<file path="src/rtl/ksa16_pkg.sv">
// Shared definitions for the ksa16 Wishbone front end: register offsets,
// CTRL/STATUS bit positions, FSM state encoding and a byte-lane merge helper.
package ksa16_pkg;

    localparam logic [4:0] OFF_OPA    = 5'h00;
    localparam logic [4:0] OFF_OPB    = 5'h04;
    localparam logic [4:0] OFF_CTRL   = 5'h08;
    localparam logic [4:0] OFF_STATUS = 5'h0C;
    localparam logic [4:0] OFF_RESULT = 5'h10;

    localparam int unsigned CTRL_CIN   = 32'd0;
    localparam int unsigned CTRL_START = 32'd1;
    localparam int unsigned CTRL_ACC   = 32'd2;

    localparam int unsigned STAT_DONE  = 32'd1;
    localparam int unsigned STAT_OVR   = 32'd3;

    typedef enum logic [1:0] {
        IDLE = 2'd0,
        LOAD = 2'd1,
        ADD  = 2'd2,
        DONE = 2'd3
    } state_t;

    // Replace only the byte lanes selected by sel in a 16-bit register.
    function automatic logic [15:0] merge_lanes(input logic [15:0] cur,
                                                input logic [15:0] wd,
                                                input logic [1:0]  sel);
        merge_lanes = {(sel[1] ? wd[15:8] : cur[15:8]),
                       (sel[0] ? wd[7:0]  : cur[7:0])};
    endfunction

endpackage

</file>
<file path="src/rtl/ksa16_wb_regs.sv">
// Wishbone slave register block: address decode, single-cycle ack,
// operand/control/status registers and registered readback mux.
module ksa16_wb_regs
    import ksa16_pkg::*;
#(
    parameter logic [31:0] BASE_ADDR = 32'h3000_0000,
    parameter logic [31:0] ADDR_MASK = 32'hFFFF_FFE0
) (
    input  logic        clk,
    input  logic        rst,
    input  logic        wbs_stb_i,
    input  logic        wbs_cyc_i,
    input  logic        wbs_we_i,
    input  logic [3:0]  wbs_sel_i,
    input  logic [31:0] wbs_adr_i,
    input  logic [31:0] wbs_dat_i,
    output logic        wbs_ack_o,
    output logic [31:0] wbs_dat_o,
    input  logic        busy,
    input  logic        done_set,
    input  logic        cout,
    input  logic [15:0] sum,
    output logic [15:0] opa,
    output logic [15:0] opb,
    output logic        cin,
    output logic        acc_mode,
    output logic [7:0]  iter,
    output logic        start_pulse
);

    logic        hit_s;
    logic        xfer_s;
    logic        wr_s;
    logic [4:0]  off_s;
    logic        wr_opa_s;
    logic        wr_opb_s;
    logic        wr_ctrl_s;
    logic        wr_status_s;
    logic [31:0] rd_data_s;
    logic        start_req_s;
    logic        start_acc_s;
    logic        ovr_set_s;
    logic        done_clr_s;
    logic        ovr_clr_s;
    logic        done_r;
    logic        ovr_r;
    logic        unused_s;

    assign hit_s  = ((wbs_adr_i & ADDR_MASK) == (BASE_ADDR & ADDR_MASK));
    // The ack toggles off after each transfer so a held strobe gets one ack per two cycles.
    assign xfer_s = wbs_cyc_i & wbs_stb_i & hit_s & ~wbs_ack_o;
    assign wr_s   = xfer_s & wbs_we_i;
    assign off_s  = {wbs_adr_i[4:2], 2'b00};

    assign start_req_s = wr_ctrl_s & wbs_sel_i[0] & wbs_dat_i[CTRL_START];
    assign start_acc_s = start_req_s & ~busy;
    assign ovr_set_s   = start_req_s & busy;
    assign done_clr_s  = wr_status_s & wbs_sel_i[0] & wbs_dat_i[STAT_DONE];
    assign ovr_clr_s   = wr_status_s & wbs_sel_i[0] & wbs_dat_i[STAT_OVR];

    assign unused_s = ^{wbs_dat_i[31:16], wbs_sel_i[3:2]};

    // Offset decode into per-register write enables and the readback value.
    always_comb begin
        wr_opa_s    = 1'b0;
        wr_opb_s    = 1'b0;
        wr_ctrl_s   = 1'b0;
        wr_status_s = 1'b0;
        rd_data_s   = 32'h0000_0000;
        case (off_s)
            OFF_OPA: begin
                wr_opa_s  = wr_s;
                rd_data_s = {16'h0000, opa};
            end
            OFF_OPB: begin
                wr_opb_s  = wr_s;
                rd_data_s = {16'h0000, opb};
            end
            OFF_CTRL: begin
                wr_ctrl_s = wr_s;
                rd_data_s = {16'h0000, iter, 5'b00000, acc_mode, 1'b0, cin};
            end
            OFF_STATUS: begin
                wr_status_s = wr_s;
                rd_data_s   = {28'h000_0000, ovr_r, cout, done_r, busy};
            end
            OFF_RESULT: begin
                rd_data_s = {15'h0000, cout, sum};
            end
            default: begin
                rd_data_s = 32'h0000_0000;
            end
        endcase
    end

    // Bus handshake, register writes and status bit bookkeeping.
    always_ff @(posedge clk) begin
        if (rst) begin
            wbs_ack_o   <= 1'b0;
            wbs_dat_o   <= 32'h0000_0000;
            opa         <= 16'h0000;
            opb         <= 16'h0000;
            cin         <= 1'b0;
            acc_mode    <= 1'b0;
            iter        <= 8'h00;
            start_pulse <= 1'b0;
            done_r      <= 1'b0;
            ovr_r       <= 1'b0;
        end else begin
            wbs_ack_o   <= xfer_s;
            wbs_dat_o   <= (xfer_s & ~wbs_we_i) ? rd_data_s : 32'h0000_0000;
            start_pulse <= start_acc_s;
            if (wr_opa_s) begin
                opa <= merge_lanes(opa, wbs_dat_i[15:0], wbs_sel_i[1:0]);
            end
            if (wr_opb_s) begin
                opb <= merge_lanes(opb, wbs_dat_i[15:0], wbs_sel_i[1:0]);
            end
            if (wr_ctrl_s & wbs_sel_i[0]) begin
                cin      <= wbs_dat_i[CTRL_CIN];
                acc_mode <= wbs_dat_i[CTRL_ACC];
            end
            if (wr_ctrl_s & wbs_sel_i[1]) begin
                iter <= wbs_dat_i[15:8];
            end
            // Completion wins over a simultaneous write-1-to-clear.
            if (done_set) begin
                done_r <= 1'b1;
            end else if (start_acc_s | done_clr_s) begin
                done_r <= 1'b0;
            end
            if (ovr_set_s) begin
                ovr_r <= 1'b1;
            end else if (ovr_clr_s) begin
                ovr_r <= 1'b0;
            end
        end
    end

endmodule

</file>
<file path="src/rtl/ksa16_wb_ctrl.sv">
// Wishbone front end for the 16-bit Kogge-Stone adder: register block plus
// the FSM that loads operands, iterates accumulation and reports completion.
module ksa16_wb_ctrl
    import ksa16_pkg::*;
#(
    parameter logic [31:0] BASE_ADDR = 32'h3000_0000,
    parameter logic [31:0] ADDR_MASK = 32'hFFFF_FFE0
) (
    input  logic        wb_clk_i,
    input  logic        wb_rst_i,
    input  logic        wbs_stb_i,
    input  logic        wbs_cyc_i,
    input  logic        wbs_we_i,
    input  logic [3:0]  wbs_sel_i,
    input  logic [31:0] wbs_adr_i,
    input  logic [31:0] wbs_dat_i,
    output logic        wbs_ack_o,
    output logic [31:0] wbs_dat_o,
    output logic [15:0] add_a_o,
    output logic [15:0] add_b_o,
    output logic        add_cin_o,
    input  logic [15:0] add_sum_i,
    input  logic        add_cout_i,
    output logic        irq_o
);

    state_t      state_r;
    logic [7:0]  remaining_r;
    logic [15:0] sum_r;
    logic        cout_r;
    logic        busy_s;
    logic        done_set_s;
    logic [15:0] opa_s;
    logic [15:0] opb_s;
    logic        cin_s;
    logic        acc_mode_s;
    logic [7:0]  iter_s;
    logic        start_pulse_s;

    assign busy_s     = (state_r != IDLE);
    // Covers the edge into DONE and the DONE cycle itself so a racing W1C cannot drop it.
    assign done_set_s = ((state_r == ADD) && (remaining_r == 8'd1)) || (state_r == DONE);

    ksa16_wb_regs #(
        .BASE_ADDR (BASE_ADDR),
        .ADDR_MASK (ADDR_MASK)
    ) u_regs (
        .clk         (wb_clk_i),
        .rst         (wb_rst_i),
        .wbs_stb_i   (wbs_stb_i),
        .wbs_cyc_i   (wbs_cyc_i),
        .wbs_we_i    (wbs_we_i),
        .wbs_sel_i   (wbs_sel_i),
        .wbs_adr_i   (wbs_adr_i),
        .wbs_dat_i   (wbs_dat_i),
        .wbs_ack_o   (wbs_ack_o),
        .wbs_dat_o   (wbs_dat_o),
        .busy        (busy_s),
        .done_set    (done_set_s),
        .cout        (cout_r),
        .sum         (sum_r),
        .opa         (opa_s),
        .opb         (opb_s),
        .cin         (cin_s),
        .acc_mode    (acc_mode_s),
        .iter        (iter_s),
        .start_pulse (start_pulse_s)
    );

    // Operation sequencer: latch operands, run N adder passes, pulse irq.
    always_ff @(posedge wb_clk_i) begin
        if (wb_rst_i) begin
            state_r     <= IDLE;
            remaining_r <= 8'h00;
            sum_r       <= 16'h0000;
            cout_r      <= 1'b0;
            add_a_o     <= 16'h0000;
            add_b_o     <= 16'h0000;
            add_cin_o   <= 1'b0;
            irq_o       <= 1'b0;
        end else begin
            irq_o <= 1'b0;
            case (state_r)
                IDLE: begin
                    if (start_pulse_s) begin
                        if (acc_mode_s && (iter_s != 8'd0)) begin
                            remaining_r <= iter_s;
                        end else begin
                            remaining_r <= 8'd1;
                        end
                        cout_r  <= 1'b0;
                        state_r <= LOAD;
                    end
                end
                LOAD: begin
                    add_a_o   <= opa_s;
                    add_b_o   <= opb_s;
                    add_cin_o <= cin_s;
                    state_r   <= ADD;
                end
                ADD: begin
                    sum_r       <= add_sum_i;
                    cout_r      <= cout_r | add_cout_i;
                    // Feed the sum back; carry-in only applies to the first pass.
                    add_a_o     <= add_sum_i;
                    add_cin_o   <= 1'b0;
                    remaining_r <= remaining_r - 8'd1;
                    if (remaining_r == 8'd1) begin
                        state_r <= DONE;
                        irq_o   <= 1'b1;
                    end
                end
                DONE: begin
                    state_r <= IDLE;
                end
                default: begin
                    state_r <= IDLE;
                end
            endcase
        end
    end

endmodule

</file>
<file path="config.mk">
export PLATFORM = sky130hd
export DESIGN_NAME = ksa16_wb_ctrl
export DESIGN_NICKNAME = d
export VERILOG_FILES = /design/src/rtl/ksa16_pkg.sv /design/src/rtl/ksa16_wb_regs.sv /design/src/rtl/ksa16_wb_ctrl.sv
export SDC_FILE = /design/constraint.sdc
export NUM_CORES = 1
export LEC_CHECK = 0
export CAP_MARGIN = 20
export CORE_ASPECT_RATIO = 1.75
export CORE_UTILIZATION = 48
export DETAILED_ROUTE_END_ITERATION = 10
export PLACE_DENSITY = 0.81
export SETUP_SLACK_MARGIN = 0.4
export SLEW_MARGIN = 15
export SYNTH_ARGS = -nofsm -noshare
export SYNTH_HDL_FRONTEND = slang
export SYNTH_SLANG_ARGS = --single-unit
</file>
<file path="constraint.sdc">
create_clock -name wb_clk_i -period 2.3 [get_ports wb_clk_i]
set_input_delay 0.46 -clock wb_clk_i [delete_from_list [all_inputs] [get_ports wb_clk_i]]
set_output_delay 0.46 -clock wb_clk_i [all_outputs]
set_load 0.05 [all_outputs]
</file>
==> results.py <==
metrics = {
    "setup_path": {
        "rr_endpoint": "remaining_r[7]",
        "critPathMaxStageDelay_ns": 0.59,
        "required_ns": 2.58,
        "r2r-start": "remaining_r[5]",
        "cp_num_buf_inv": 0,
        "start_kind": "flop",
        "worstPathArrival_ns": 2.20,
        "cp_max_fo": 3,
        "r2r_setup_slack_ns": 0.38,
        "r2r_cells": 5,
        "worstSetupPathType": "reg2reg",
        "cpLargestDelayFamily": "simple AND/OR/NAND/NOR gates",
        "worstPathCellList": "or4_4, nor4_4, mux2_2, a222oi_1, nor2_1",
        "cp-end-kind": "flop",
        "crit_path_top_delay_cell": "or4_4",
    },
    "global_routing": {
        "grt_antenna_before_repair": 0,
        "grt_overflow": 0,
        "grt_pass1_wl_um": 22500,
        "grt_pass1_vias": 4565,
        "grt_max_degree": 107,
        "track_usage_pct": 25.5,
    },
    "timing": {
        "layout_setup_ws_ns": 0.375,
        "worst_pin_slew_ns": 0.546,
        "hold_viol": 0,
        "fin_crit_ns": 1.92,
        "relSlewSlack_pct": 63.8,
        "drv_slew": 0,
        "skew_ns": 0.00673,
        "rsz0062_at_grt": "yes",
        "finalSetupViolations": 0,
        "holdWs_ns": 0.482,
        "post-route-period-util_pct": 83.7,
        "fmax_mhz": 520,
    },
    "pwr": {
        "p_per_area_mw_per_mm2": 801,
        "power_leakage_nw": 3.02,
        "vdd_drop_max_mv": 0.620,
        "power_mw": 6.06,
    },
    "die": {
        "dieArea_mm2": 0.0118,
        "rows": 51,
        "io_pins": 157,
        "start_util_pct": 49.0,
        "die_w_um": 82.5,
        "core_mm2": 0.0111,
        "die_h_um": 143,
    },
    "clock_tree": {
        "htree_levels": 4,
        "cts_inserted_buffers": 17,
        "clk_pin_slew_worst_paths_ns": 0.05,
        "clkLatencyLatePin_ns": 0.41,
        "clockBufferDepth": 2,
        "cts.root.buffer_cell": "clkbuf_16",
        "cts_sinks": 124,
        "cts_tree": "built",
    },
    "status": {
        "status": "complete, no violations",
    },
    "layout": {
        "utilization_pct": 68.1,
        "n_antenna_cell": 0,
        "fin_nets": 792,
        "area.growth.synth_to_final_pct": 38.9,
        "fin_area_mm2": 0.00756,
        "drive_gt1_share_pct": 15.9,
        "fillers": 880,
    },
    "routing": {
        "vias_per_cell": 5.56,
        "drc_errors": 0,
        "drtAntennaViolNets": 0,
        "dr_total_vias": 4678,
        "drtPass1Iterations": 6,
        "routedWlPerCell_um": 17.6,
        "drt_iter0_drc": 334,
        "routed_wl_um": 14800,
    },
    "synthesis": {
        "yosysSeqAreaShare_pct": 45.6,
        "ys_async_sr_fraction_pct": 0,
        "syn_avg_cell_area_um2": 9.79,
        "syn_inst": 556,
        "synthTopCellsByArea": "dfxtp_1 46%, mux2i_1 19%, nor2_1 8.3%",
        "synth_edf_count": 0,
        "yosysWarnings": 0,
        "synth_most_common_cell": "dfxtp_1",
        "syn_area_mm2": 0.00544,
        "synth_top_flop_cell": "dfxtp_1",
        "yosys.cell_types.count": 52,
        "ys_seq_elements": 124,
        "synth_top_area_share_pct": 45.6,
        "yosys-top-cells-count": "124 x dfxtp_1, 120 x nor2_1, 105 x mux2i_1, 25 x clkbuf_1, 20 x a21oi_1",
        "yosysTopAreaCell": "dfxtp_1",
    },
    "placement": {
        "place_area_mm2": 0.00695,
        "hpwl_um": 10600,
        "port-buffer-count": 121,
        "routabilityCongestion": 0.880,
        "dp_slack_ns": -0.254,
    },
    "run": {
        "cap_violations": 0,
    },
    "min_path": {
        "hold_depth": 2,
        "min_to": "add_a_o[10]",
        "hold_class": "reg2reg",
        "hp-start": "add_a_o[10]",
    },
}
-- final cells by class --
| class | instances | area [um2] | share of cell area [%] |
|---|---|---|---|
| timing repair buffer | 157 | 1480 | 19.6 |
| tap | 132 | 165 | 2.18 |
| clock buffer | 18 | 429 | 5.68 |
| sequential | 124 | 2490 | 32.9 |
| inverter | 8 | 33.8 | 0.447 |
| multi-input combinational | 388 | 2870 | 37.9 |
| clock inverter | 14 | 98.8 | 1.31 |
-- kinds of logic (layout without fill, tap and decap cells) --
family | count (synthesis) | after routing | synth area share (%)
adder cells (fa/ha/maj) | 6 | 6 | 1.38
multiplexers | 107 | 107 | 19.7
buffers and inverters | 58 | 197 | 5.13
AND/OR/NAND/NOR | 184 | 184 | 18.3
other | 1 | 15 | 0.0689
AO/OA/AOI/OAI | 76 | 76 | 9.75
flip-flops | 124 | 124 | 45.6
-- what timing repair did --
item / CTS / global route
setup buffers: 1 / 4
gates resized for setup: 93 / 35
cloned: 0 / 0
setup endpoints to repair: 111 / 65
hold buffers: 0 / 0
pin swaps: 15 / 12
-- flip-flops by register name, indices dropped and copies added, names as in the netlist, 8 cells and up --
signal,cells
sum_r,16
u_regs.opb,16
u_regs.iter,8
add_b_o,16
u_regs.wbs_dat_o,17
add_a_o,16
u_regs.opa,16
remaining_r,8
-- layer usage --
layer / part of all wire (%) / routed length [um] / vias up / global-route usage (%)
li1: - / - / 2220 / -
met1: 39 / 5810 / 2236 / 28.9
met2: 52 / 7730 / 195 / 44.3
met3: 6.1 / 898 / 27 / 6.07
met4: 2.5 / 375 / 0 / 11.2
met5: 0 / 0 / - / 0
-- worst max path at each step --
stage | startpoint | endpoint | cells after the start
2_1_floorplan | wbs_adr_i[17] | u_regs.opb[15] | 5
3_3_place_gp | wbs_adr_i[10] | u_regs.iter[7] | 7
3_5_place_dp | wbs_adr_i[10] | u_regs.iter[2] | 7
4_1_cts | remaining_r[2] | remaining_r[7] | 5
5_1_grt | u_regs.wbs_ack_o | u_regs.iter[2] | 6
6_report | remaining_r[5] | remaining_r[7] | 5
-- stage by stage --
stage / std cells / TNS (ns)
2_1_floorplan: 570 / 0
3_3_place_gp: 804 / -6.64
3_5_place_dp: 804 / -7.88
4_1_cts: 837 / 0
5_1_grt: 841 / 0
6_report: 841 / 0
-- tightest hold or removal path, stage by stage (launching register included) --
cell      delay [ns]
dfxtp_1         0.31
nor2_1          0.08
a211oi_1        0.05
-- power breakdown --
| group | internal, mW | switching, mW | leakage [nW] |
|---|---|---|---|
| Combinational | 0.435 | 0.905 | 1.76 |
| Sequential | 2.28 | 0.0676 | 1.00 |
| Clock | 1.37 | 0.997 | 0.252 |
| Total | 4.09 | 1.97 | 3.02 |
-- placed cells by master, fill, tap and decap left out, types with 7 or more instances in the layout --
cell	Yosys	final
clkbuf_16	0	17
a21oi_1	20	20
nand2_1	7	7
nor4_4	5	8
mux2i_1	105	102
buf_12	0	7
nor2_1	120	119
dlygate4sd2_1	0	71
conb_1	1	15
clkdlybuf4s50_1	0	36
dfxtp_1	124	121
a211oi_1	18	18
buf_4	15	28
nor3_1	11	9
a22oi_1	9	9
Power figures use the tool's default switching activity.
